### src/rtl/multi_cycle_pkg.sv
// Shared encodings for the multi-cycle MIPS control unit: states, opcodes
// and the mux/ALU select values driven onto the datapath.
package multi_cycle_pkg;

  typedef enum logic [3:0] {
    S_FETCH    = 4'd0,
    S_DECODE   = 4'd1,
    S_MEM_ADDR = 4'd2,
    S_MEM_RD   = 4'd3,
    S_MEM_WB   = 4'd4,
    S_MEM_WR   = 4'd5,
    S_R_EXEC   = 4'd6,
    S_R_WB     = 4'd7,
    S_I_EXEC   = 4'd8,
    S_I_WB     = 4'd9,
    S_BRANCH   = 4'd10,
    S_JUMP     = 4'd11,
    S_JAL      = 4'd12,
    S_JR       = 4'd13,
    S_FAULT    = 4'd14
  } state_e;

  localparam logic [5:0] OP_RTYPE = 6'h00;
  localparam logic [5:0] OP_J     = 6'h02;
  localparam logic [5:0] OP_JAL   = 6'h03;
  localparam logic [5:0] OP_BEQ   = 6'h04;
  localparam logic [5:0] OP_ADDI  = 6'h08;
  localparam logic [5:0] OP_LW    = 6'h23;
  localparam logic [5:0] OP_SW    = 6'h2B;
  localparam logic [5:0] FUNCT_JR = 6'h08;

  localparam logic [2:0] ALU_ADD   = 3'b000;
  localparam logic [2:0] ALU_SUB   = 3'b001;
  localparam logic [2:0] ALU_FUNCT = 3'b010;

  localparam logic [1:0] PCSRC_ALU    = 2'b00;
  localparam logic [1:0] PCSRC_ALUOUT = 2'b01;
  localparam logic [1:0] PCSRC_JUMP   = 2'b10;
  localparam logic [1:0] PCSRC_RS     = 2'b11;

  localparam logic [1:0] REGDST_RT = 2'b00;
  localparam logic [1:0] REGDST_RD = 2'b01;
  localparam logic [1:0] REGDST_RA = 2'b10;

  localparam logic [1:0] M2R_ALUOUT = 2'b00;
  localparam logic [1:0] M2R_MDR    = 2'b01;
  localparam logic [1:0] M2R_PC     = 2'b10;

  localparam logic [1:0] SRCB_RT      = 2'b00;
  localparam logic [1:0] SRCB_FOUR    = 2'b01;
  localparam logic [1:0] SRCB_SEXT    = 2'b10;
  localparam logic [1:0] SRCB_SEXT_SH = 2'b11;

  localparam int MEM_TIMEOUT_DEF = 16;

endpackage

### src/rtl/mc_wait_timer.sv
// Consecutive memory-wait counter; flags when the count sits at limit-1 so the
// controller can fault instead of taking one more wait cycle.
module mc_wait_timer #(
  parameter int W = 5
) (
  input  logic         i_clk,
  input  logic         i_rst_n,
  input  logic         i_clear,
  input  logic         i_count,
  input  logic [W-1:0] i_limit,
  output logic         o_expired
);

  logic [W-1:0] r_cnt;

  always_ff @(posedge i_clk or negedge i_rst_n) begin
    if (!i_rst_n) begin
      r_cnt <= '0;
    end else if (i_clear) begin
      r_cnt <= '0;
    end else if (i_count) begin
      r_cnt <= r_cnt + 1'b1;
    end
  end

  assign o_expired = (r_cnt == i_limit - 1'b1);

endmodule

### src/rtl/multi_cycle_ctrl.sv
// Multi-cycle MIPS control FSM: sequences fetch/decode/execute and drives the
// datapath selects, with sticky illegal-opcode and memory-timeout faults.
module multi_cycle_ctrl
  import multi_cycle_pkg::*;
#(
  parameter int MEM_TIMEOUT = MEM_TIMEOUT_DEF
) (
  input  logic       clk_i,
  input  logic       rst_i,
  input  logic [5:0] instr_op_i,
  input  logic [5:0] funct_i,
  input  logic       zero_i,
  input  logic       mem_ready_i,
  output logic       pc_write_o,
  output logic       ir_write_o,
  output logic       mem_read_o,
  output logic       mem_write_o,
  output logic       iord_o,
  output logic       reg_write_o,
  output logic       alu_src_a_o,
  output logic [1:0] reg_dst_o,
  output logic [1:0] mem_to_reg_o,
  output logic [1:0] alu_src_b_o,
  output logic [1:0] pc_src_o,
  output logic [2:0] alu_op_o,
  output logic [3:0] state_o,
  output logic       illegal_o,
  output logic       timeout_o
);

  localparam int CNT_W = $clog2(MEM_TIMEOUT + 1);

  state_e r_state;
  logic   r_illegal;
  logic   r_timeout;
  logic   w_wait_st;
  logic   w_clear;
  logic   w_count;
  logic   w_expired;
  logic   w_timeout;

  // Only the three memory-facing states look at mem_ready_i; everywhere else
  // the counter is held clear so each wait state is entered from zero.
  assign w_wait_st = (r_state == S_FETCH) || (r_state == S_MEM_RD) || (r_state == S_MEM_WR);
  assign w_clear   = !w_wait_st || mem_ready_i;
  assign w_count   = w_wait_st && !mem_ready_i;
  assign w_timeout = w_count && w_expired;

  mc_wait_timer #(
    .W(CNT_W)
  ) u_wait_timer (
    .i_clk     (clk_i),
    .i_rst_n   (rst_i),
    .i_clear   (w_clear),
    .i_count   (w_count),
    .i_limit   (CNT_W'(MEM_TIMEOUT)),
    .o_expired (w_expired)
  );

  always_ff @(posedge clk_i or negedge rst_i) begin
    if (!rst_i) begin
      r_state   <= S_FETCH;
      r_illegal <= 1'b0;
      r_timeout <= 1'b0;
    end else if (w_timeout) begin
      r_state   <= S_FAULT;
      r_timeout <= 1'b1;
    end else begin
      case (r_state)
        S_FETCH:    if (mem_ready_i) r_state <= S_DECODE;
        S_DECODE: begin
          case (instr_op_i)
            OP_LW, OP_SW: r_state <= S_MEM_ADDR;
            OP_RTYPE:     r_state <= (funct_i == FUNCT_JR) ? S_JR : S_R_EXEC;
            OP_ADDI:      r_state <= S_I_EXEC;
            OP_BEQ:       r_state <= S_BRANCH;
            OP_J:         r_state <= S_JUMP;
            OP_JAL:       r_state <= S_JAL;
            default: begin
              r_state   <= S_FAULT;
              r_illegal <= 1'b1;
            end
          endcase
        end
        S_MEM_ADDR: r_state <= (instr_op_i == OP_LW) ? S_MEM_RD : S_MEM_WR;
        S_MEM_RD:   if (mem_ready_i) r_state <= S_MEM_WB;
        S_MEM_WR:   if (mem_ready_i) r_state <= S_FETCH;
        S_R_EXEC:   r_state <= S_R_WB;
        S_I_EXEC:   r_state <= S_I_WB;
        S_FAULT:    r_state <= S_FAULT;
        default:    r_state <= S_FETCH;
      endcase
    end
  end

  // Outputs decode from state alone except the two strobe qualifiers; reset
  // gates everything so no write strobe survives an aborted instruction.
  always_comb begin
    pc_write_o   = 1'b0;
    ir_write_o   = 1'b0;
    mem_read_o   = 1'b0;
    mem_write_o  = 1'b0;
    iord_o       = 1'b0;
    reg_write_o  = 1'b0;
    alu_src_a_o  = 1'b0;
    reg_dst_o    = REGDST_RT;
    mem_to_reg_o = M2R_ALUOUT;
    alu_src_b_o  = SRCB_RT;
    pc_src_o     = PCSRC_ALU;
    alu_op_o     = ALU_ADD;
    if (rst_i) begin
      case (r_state)
        S_FETCH: begin
          mem_read_o  = 1'b1;
          alu_src_b_o = SRCB_FOUR;
          pc_write_o  = mem_ready_i;
          ir_write_o  = mem_ready_i;
        end
        S_DECODE:   alu_src_b_o = SRCB_SEXT_SH;
        S_MEM_ADDR, S_I_EXEC: begin
          alu_src_a_o = 1'b1;
          alu_src_b_o = SRCB_SEXT;
        end
        S_MEM_RD: begin
          mem_read_o = 1'b1;
          iord_o     = 1'b1;
        end
        S_MEM_WB: begin
          reg_write_o  = 1'b1;
          mem_to_reg_o = M2R_MDR;
        end
        S_MEM_WR: begin
          mem_write_o = 1'b1;
          iord_o      = 1'b1;
        end
        S_R_EXEC: begin
          alu_src_a_o = 1'b1;
          alu_op_o    = ALU_FUNCT;
        end
        S_R_WB: begin
          reg_write_o = 1'b1;
          reg_dst_o   = REGDST_RD;
        end
        S_I_WB:     reg_write_o = 1'b1;
        S_BRANCH: begin
          alu_src_a_o = 1'b1;
          alu_op_o    = ALU_SUB;
          pc_src_o    = PCSRC_ALUOUT;
          pc_write_o  = zero_i;
        end
        S_JUMP: begin
          pc_write_o = 1'b1;
          pc_src_o   = PCSRC_JUMP;
        end
        S_JAL: begin
          pc_write_o   = 1'b1;
          pc_src_o     = PCSRC_JUMP;
          reg_write_o  = 1'b1;
          reg_dst_o    = REGDST_RA;
          mem_to_reg_o = M2R_PC;
        end
        S_JR: begin
          pc_write_o = 1'b1;
          pc_src_o   = PCSRC_RS;
        end
        default: ;
      endcase
    end
  end

  assign state_o   = r_state;
  assign illegal_o = r_illegal;
  assign timeout_o = r_timeout;

endmodule

### config.mk
export PLATFORM = sky130hd
export DESIGN_NAME = multi_cycle_ctrl
export DESIGN_NICKNAME = d
export VERILOG_FILES = /design/src/rtl/multi_cycle_pkg.sv /design/src/rtl/mc_wait_timer.sv /design/src/rtl/multi_cycle_ctrl.sv
export SDC_FILE = /design/constraint.sdc
export NUM_CORES = 1
export LEC_CHECK = 0
export BUFFER_PORTS_ARGS = -buffer_cell sky130_fd_sc_hd__buf_4
export CAP_MARGIN = 20
export CORE_MARGIN = 8
export CORE_UTILIZATION = 41
export CTS_CLUSTER_SIZE = 8
export DETAILED_ROUTE_END_ITERATION = 10
export GPL_TIMING_DRIVEN = 0
export PLACE_DENSITY = 0.72
export SYNTH_ARGS = -nofsm -noshare
export SYNTH_HDL_FRONTEND = slang
export SYNTH_HIERARCHICAL = 1
export SYNTH_SLANG_ARGS = --single-unit
### constraint.sdc
create_clock -name clk_i -period 2.3 [get_ports clk_i]
set_input_delay 0.23 -clock clk_i [delete_from_list [all_inputs] [get_ports clk_i]]
set_output_delay 0.23 -clock clk_i [all_outputs]
set_load 0.01 [all_outputs]
==> results.tsv, run 1 <==
metric	value	unit
synth-to-layout area growth	34.53	%
die area	0.004878	mm^2
vias	1326	
CTS sink count	11	
normalized max-slew margin	64.48	%
largest net degree at the start of global routing	18	
CP Class	flip-flop to output pin	
gr ovfl total	0	
Max Clock Skew	0.5827	ps
Startpoint Class	flip-flop	
Site Rows	19	
register area	275.3	um^2
DRC Markers	0	
CP startpoint	state_o[1]	
Setup Viol. Count Final	0	
worst skew pair latency	260	ps
root buf cell	clkbuf_4	
Fill cells	260	
antenna viol nets, final	0	
Worst setup EP type	output pin	
area of the multi-input gates	897.1	um^2
DIE HEIGHT	69.85	um
hold_sp	mem_ready_i	
CTS clk-pin slew, worst paths	60	ps
Reg2Reg Depth	7	
FMAX	468.9	MHz
Final Wtd Congestion	0.8411	
initial antenna violation count	0	
Starting Density	43.10	%
commonest non-fill, non-tap cells in the layout	buf_4 (39), nor2_1 (26), conb_1 (15)	
prevailing post-synth register cell	dfrtp_1	
mapped cell area	0.001189	mm^2
Core Region	0.002758	mm^2
Post-Layout Cell Count	246	
routed len/inst	13.24	um
Hold Crit Endpoint	state_o[0]	
R2R Path Start	u_wait_timer/r_cnt[2]	
placed cell count	241	
largest family of logic cells by synthesized area	simple AND/OR/NAND/NOR gates	
Post-DP HPWL	2.699	mm
vias in the first global route	1244	
Pwr Density	796.0	mW/mm^2
Synth Register Bits	11	
area share of fa/ha/maj cells after synthesis	2.105	%
Worst R2R End	state_o[3]	
Static Leak	0.0007380	uW
IO Count	40	
first-pass GRT wire length	5.651	mm
GRT Util Overall	13.05	%
multiplexer share of the synthesized area	2.526	%
CP required	2070	ps
most common cell after layout, fill and taps aside	buf_4	
synth warn	6	
asr flop ratio synth	100.0	%
CP max FO	10	
Cells on Worst Hold Path	2	
reg2reg setup slack	290	ps
design area	0.001599	mm^2
XOR/XNOR share of the synthesized area	8.842	%
Hold WC Path Type	input port to flip-flop	
Worst Path Arrival	1900	ps
Min Hold Slack	241.1	ps
synth unique cells	51	
Nets	234	
Worst Tran Pin Value	529.2	ps
layout cells sized above 1	24.65	%
Max-Cap Viols	0	
outcome	finished clean	
Placement Cell Area	0.001562	mm^2
fin. max-slew vios	0	
Final min period	2133	ps
CTS tree	done	
Mapped Cells	159	
Clock Tree Buf Depth	2	
EDFF count, synth	0	
Antenna Cells	0	
Synth Area in Compound Gates	19.37	%
H-tree depth	1	
Initial DRC Count	116	
average via count per standard cell	5.390	
sequential cell area fraction in the yosys report	23.16	%
routed wire length	3.257	mm
Post-Route Setup TNS	0	ps
synthesized area per cell	7.476	um^2
Setup Fix Bufs, Post-CTS	0	
Synth Area in Simple Gates	37.89	%
Hold Vio Cnt, Final	0	
pre-CTS setup slack	314.6	ps
CTS Buf Count	3	
count of input and output buffers	38	
Die W	69.85	um
final worst-path setup slack	167.3	ps
drt first pass iters	4	
VDD IR max	524.4	uV
RSZ-0062 raised after global routing	false	
final period utilization	92.72	%
[Yosys cell counts, types with 2 or more instances]
master | instances | area [um^2]
a211oi_1 | 3 | 22.52
a21oi_1 | 2 | 10.01
a22oi_1 | 2 | 15.01
and3b_1 | 3 | 26.28
and4_1 | 2 | 17.52
buf_2 | 4 | 20.02
clkbuf_1 | 3 | 11.26
conb_1 | 2 | 7.510
dfrtp_1 | 11 | 275.3
ha_1 | 2 | 25.02
inv_1 | 6 | 22.52
mux2i_1 | 3 | 30.03
nand2_1 | 9 | 33.78
nand2b_1 | 5 | 31.28
nand3_1 | 2 | 10.01
nand4_1 | 2 | 12.51
nor2_1 | 26 | 97.59
nor2b_1 | 7 | 43.79
nor3_1 | 10 | 50.05
nor3b_1 | 3 | 22.52
o211ai_1 | 3 | 22.52
o21ai_0 | 8 | 40.04
or3_1 | 3 | 18.77
xnor2_1 | 6 | 52.55
xor2_1 | 6 | 52.55
[stage by stage]
| stage | util [%] | total power (uW) |
|---|---|---|
| global route | 57.99 | 1394 |
| detailed placement | 56.62 | 1142 |
| global placement | 56.62 | 1129 |
| CTS | 57.94 | 1281 |
| finish | 57.99 | 1273 |
| floorplan | - | 843.5 |
[metal layers]
layer / vias up / GRT usage, % / wire length, um
met4: 0 / 3.795 / 24
met5: - / 0 / 0
met2: 47 / 21.32 / 1533
met3: 4 / 3.577 / 298
met1: 609 / 16.17 / 1401
li1: 666 / - / -
[final cells by class]
class | instances | share of cell area [%]
multi-input cells | 146 | 56.10
plain buffers | 9 | 2.739
inverters | 6 | 1.408
repair buffers | 39 | 18.47
clock buffers | 4 | 1.643
well taps | 31 | 2.426
flip-flops and latches | 11 | 17.21
[worst max-delay path by stage]
stage | to | slack (ps) | cells past startpoint
after floorplan | alu_src_a_o | 500 | 4
after global placement | state_o[3] | 300 | 7
after detailed placement | state_o[3] | 310 | 7
after CTS | alu_src_a_o | 120 | 5
after global routing | alu_src_a_o | 6 | 5
final | alu_src_a_o | 170 | 5
[power breakdown]
group / internal [uW] / leakage [uW] / switching, uW / total, uW
combinational: 384 / 0.000581 / 494 / 878
sequential: 236 / 0.000142 / 34.3 / 270
clock: 67.0 / 0.0000150 / 57.5 / 124
total: 687 / 0.000738 / 586 / 1270
[logic make-up (layout without fill, tap and decap cells)]
logic type,count (synthesis),in the layout
adder cells (fa/ha/maj),2,2
multiplexers,3,3
AND/OR/NAND/NOR,82,82
other,2,15
AO/OA/AOI/OAI,32,32
buffers and inverters,15,58
XOR/XNOR,12,12
flip-flops,11,11
[critical path, stage by stage (launching register included)]
cell and delay, ps:
dfrtp_1 380, clkbuf_1 290, buf_2 270, nor2_1 70, a2111oi_0 420, buf_4 210
[repair_timing]
item / 4_1_cts / 5_1_grt
endpoints found under the hold margin: 11 / 0
gates resized for setup: 0 / 1
endpoints found under the setup margin: 0 / 1
hold buffers: 1 / 0
[sequential cells by signal, indices dropped and copies added, names as in the netlist]
signal              flops
u_wait_timer/r_cnt      5
state_o                 4
illegal_o               1
timeout_o               1
Note: power is estimated with default switching activity, not from simulation.
==> run 2, diff against run 1 <==
PLACE_DENSITY = 0.67   (was 0.72)
==> results.tsv, run 2 (synthesized netlist as in run 1, its figures left out) <==
metric	value	unit	change
Pwr Density	807.3	mW/mm^2	was 796.0 mW/mm^2
Static Leak	0.0007349	uW	was 0.0007380 uW
first-pass GRT wire length	5.954	mm	was 5.651 mm
FMAX	465.7	MHz	was 468.9 MHz
Fill cells	285		was 260
R2R Path Start	u_wait_timer/r_cnt[2]		unchanged
Hold Crit Endpoint	state_o[0]		unchanged
DIE HEIGHT	69.85	um	unchanged
Worst path top cell family by delay	buffers and inverters		unchanged
average via count per standard cell	5.317		was 5.390
Hold Vio Cnt, Final	0		unchanged
H-tree depth	1		unchanged
max reg flops	5		unchanged
Startpoint Class	flip-flop		unchanged
die area	0.004878	mm^2	unchanged
RSZ-0062 raised after global routing	false		unchanged
largest net degree at the start of global routing	18		unchanged
Antenna Cells	0		unchanged
CP max FO	10		unchanged
CP required	2070	ps	about the same
Starting Density	43.10	%	unchanged
reg2reg setup slack	230	ps	was 290 ps
Initial DRC Count	104		was 116
hold_sp	mem_ready_i		unchanged
Post-Layout Cell Count	246		unchanged
vias	1308		was 1326
GR Util met2	22.74	%	was 21.32%
CP Cell Sequence	clkbuf_1 -> buf_2 -> nand2_1 -> o32a_1 -> nor2_1 -> buf_4		was clkbuf_1 -> buf_2 -> nor2_1 -> a2111oi_0 -> buf_4
CP startpoint	state_o[0]		was state_o[1]
commonest non-fill, non-tap cells in the layout	buf_4 (39), nor2_1 (26), conb_1 (15)		unchanged
placed cell count	241		unchanged
Post-DP HPWL	2.781	mm	was 2.699 mm
Cells on Worst Hold Path	2		unchanged
CP Class	flip-flop to output pin		unchanged
Max Clock Skew	1.129	ps	was 0.5827 ps
Worst setup EP type	output pin		unchanged
largest reg by FF count	u_wait_timer/r_cnt		unchanged
VDD IR max	584.4	uV	was 524.4 uV
Hold WC Path Type	input port to flip-flop		unchanged
worst skew pair latency	260	ps	about the same
Worst Path Arrival	1920	ps	was 1900 ps
routed len/inst	13.95	um	was 13.24 um
Site Rows	19		unchanged
vias in the first global route	1349		was 1244
Post-Route Setup TNS	0	ps	unchanged
initial antenna violation count	0		unchanged
Final Wtd Congestion	0.8018		was 0.8411
GRT Util Overall	13.75	%	was 13.05%
most common cell after layout, fill and taps aside	buf_4		unchanged
Max-Cap Viols	0		unchanged
Final min period	2147	ps	was 2133 ps
fin. max-slew vios	0		unchanged
GR Layer Usage met1	17.01	%	was 16.17%
outcome	finished clean		unchanged
root buf cell	clkbuf_4		unchanged
count of input and output buffers	38		unchanged
Core Region	0.002758	mm^2	unchanged
Setup Viol. Count Final	0		unchanged
Die W	69.85	um	unchanged
routed wire length	3.432	mm	was 3.257 mm
Reg2Reg Depth	7		unchanged
max incr delay on CP	410	ps	was 420 ps
drt first pass iters	5		was 4
IO Count	40		unchanged
Worst Tran Pin Value	560.7	ps	was 529.2 ps
synth-to-layout area growth	34.42	%	was 34.53%
CTS clk-pin slew, worst paths	70	ps	was 60 ps
Tot Pwr	1290	uW	was 1273 uW
Buf/Inv on CP	3		unchanged
GR Util met3	4.006	%	was 3.577%
DRC Markers	0		unchanged
CTS sink count	11		unchanged
normalized max-slew margin	62.37	%	was 64.48%
layout cells sized above 1	24.19	%	was 24.65%
Nets	234		unchanged
Setup Fix Bufs, Post-CTS	0		unchanged
final period utilization	93.35	%	was 92.72%
Worst R2R End	state_o[3]		unchanged
CTS Buf Count	3		unchanged
CTS tree	done		unchanged
busiest layer in global routing	met2		unchanged
gr ovfl total	0		unchanged
antenna viol nets, final	0		unchanged
Clock Tree Buf Depth	2		unchanged
Critical-path top delay cell	dfrtp_1		was a2111oi_0
-- run 2: cell count changes in the layout (fill, tap and decap cells not counted), sizes merged --
| cell | delta |
|---|---|
| clkbuf | -1 |
| buf | +1 |
-- run 2: report_power, final --
part | leakage [uW] | switching [uW] | internal [uW]
Combinational | 0.000578 | 508 | 382
Sequential | 0.000142 | 39.3 | 236
Clock | 0.0000150 | 58.7 | 67.0
-- run 2: worst max-delay path by stage --
stage | to | cells after the start
after floorplan | alu_src_a_o | 4
after global placement | state_o[3] | 7
after detailed placement | state_o[3] | 7
after CTS | alu_src_b_o[1] | 6
after global routing | alu_src_b_o[1] | 6
final | reg_write_o | 6
-- run 2: layout make-up --
class / instances / area [um^2] / area share, %
well taps: 31 / 38.79 / 2.428
multi-input cells: 146 / 897.1 / 56.15
flip-flops and latches: 11 / 275.3 / 17.23
repair buffers: 39 / 295.3 / 18.48
clock buffers: 4 / 26.28 / 1.644
inverters: 6 / 22.52 / 1.410
plain buffers: 9 / 42.54 / 2.662
-- run 2: what timing repair did --
action / CTS / global route
hold endpoints to repair: 11 / 0
hold buffers: 1 / 0
gates resized for setup: 0 / 0
-- run 2: metal layers --
metal | vias to the layer above | wire length (um)
met5 | - | 0
met4 | 0 | 0
met3 | 0 | 263
met2 | 36 | 1545
met1 | 602 | 1623
li1 | 670 | -
-- run 2: per-stage QoR --
stage          hold slack [ps]  utilization [%]  instance area, um^2  setup WS (ps)
6_report                 227.2            57.94                 1598          152.9
4_1_cts                  213.1            57.94                 1598          158.0
5_1_grt                  226.5            57.94                 1598          8.264
2_1_floorplan           -65.59                -                 1237          501.6
3_3_place_gp             90.39            56.62                 1562          260.2
3_5_place_dp             92.90            56.62                 1562          219.4
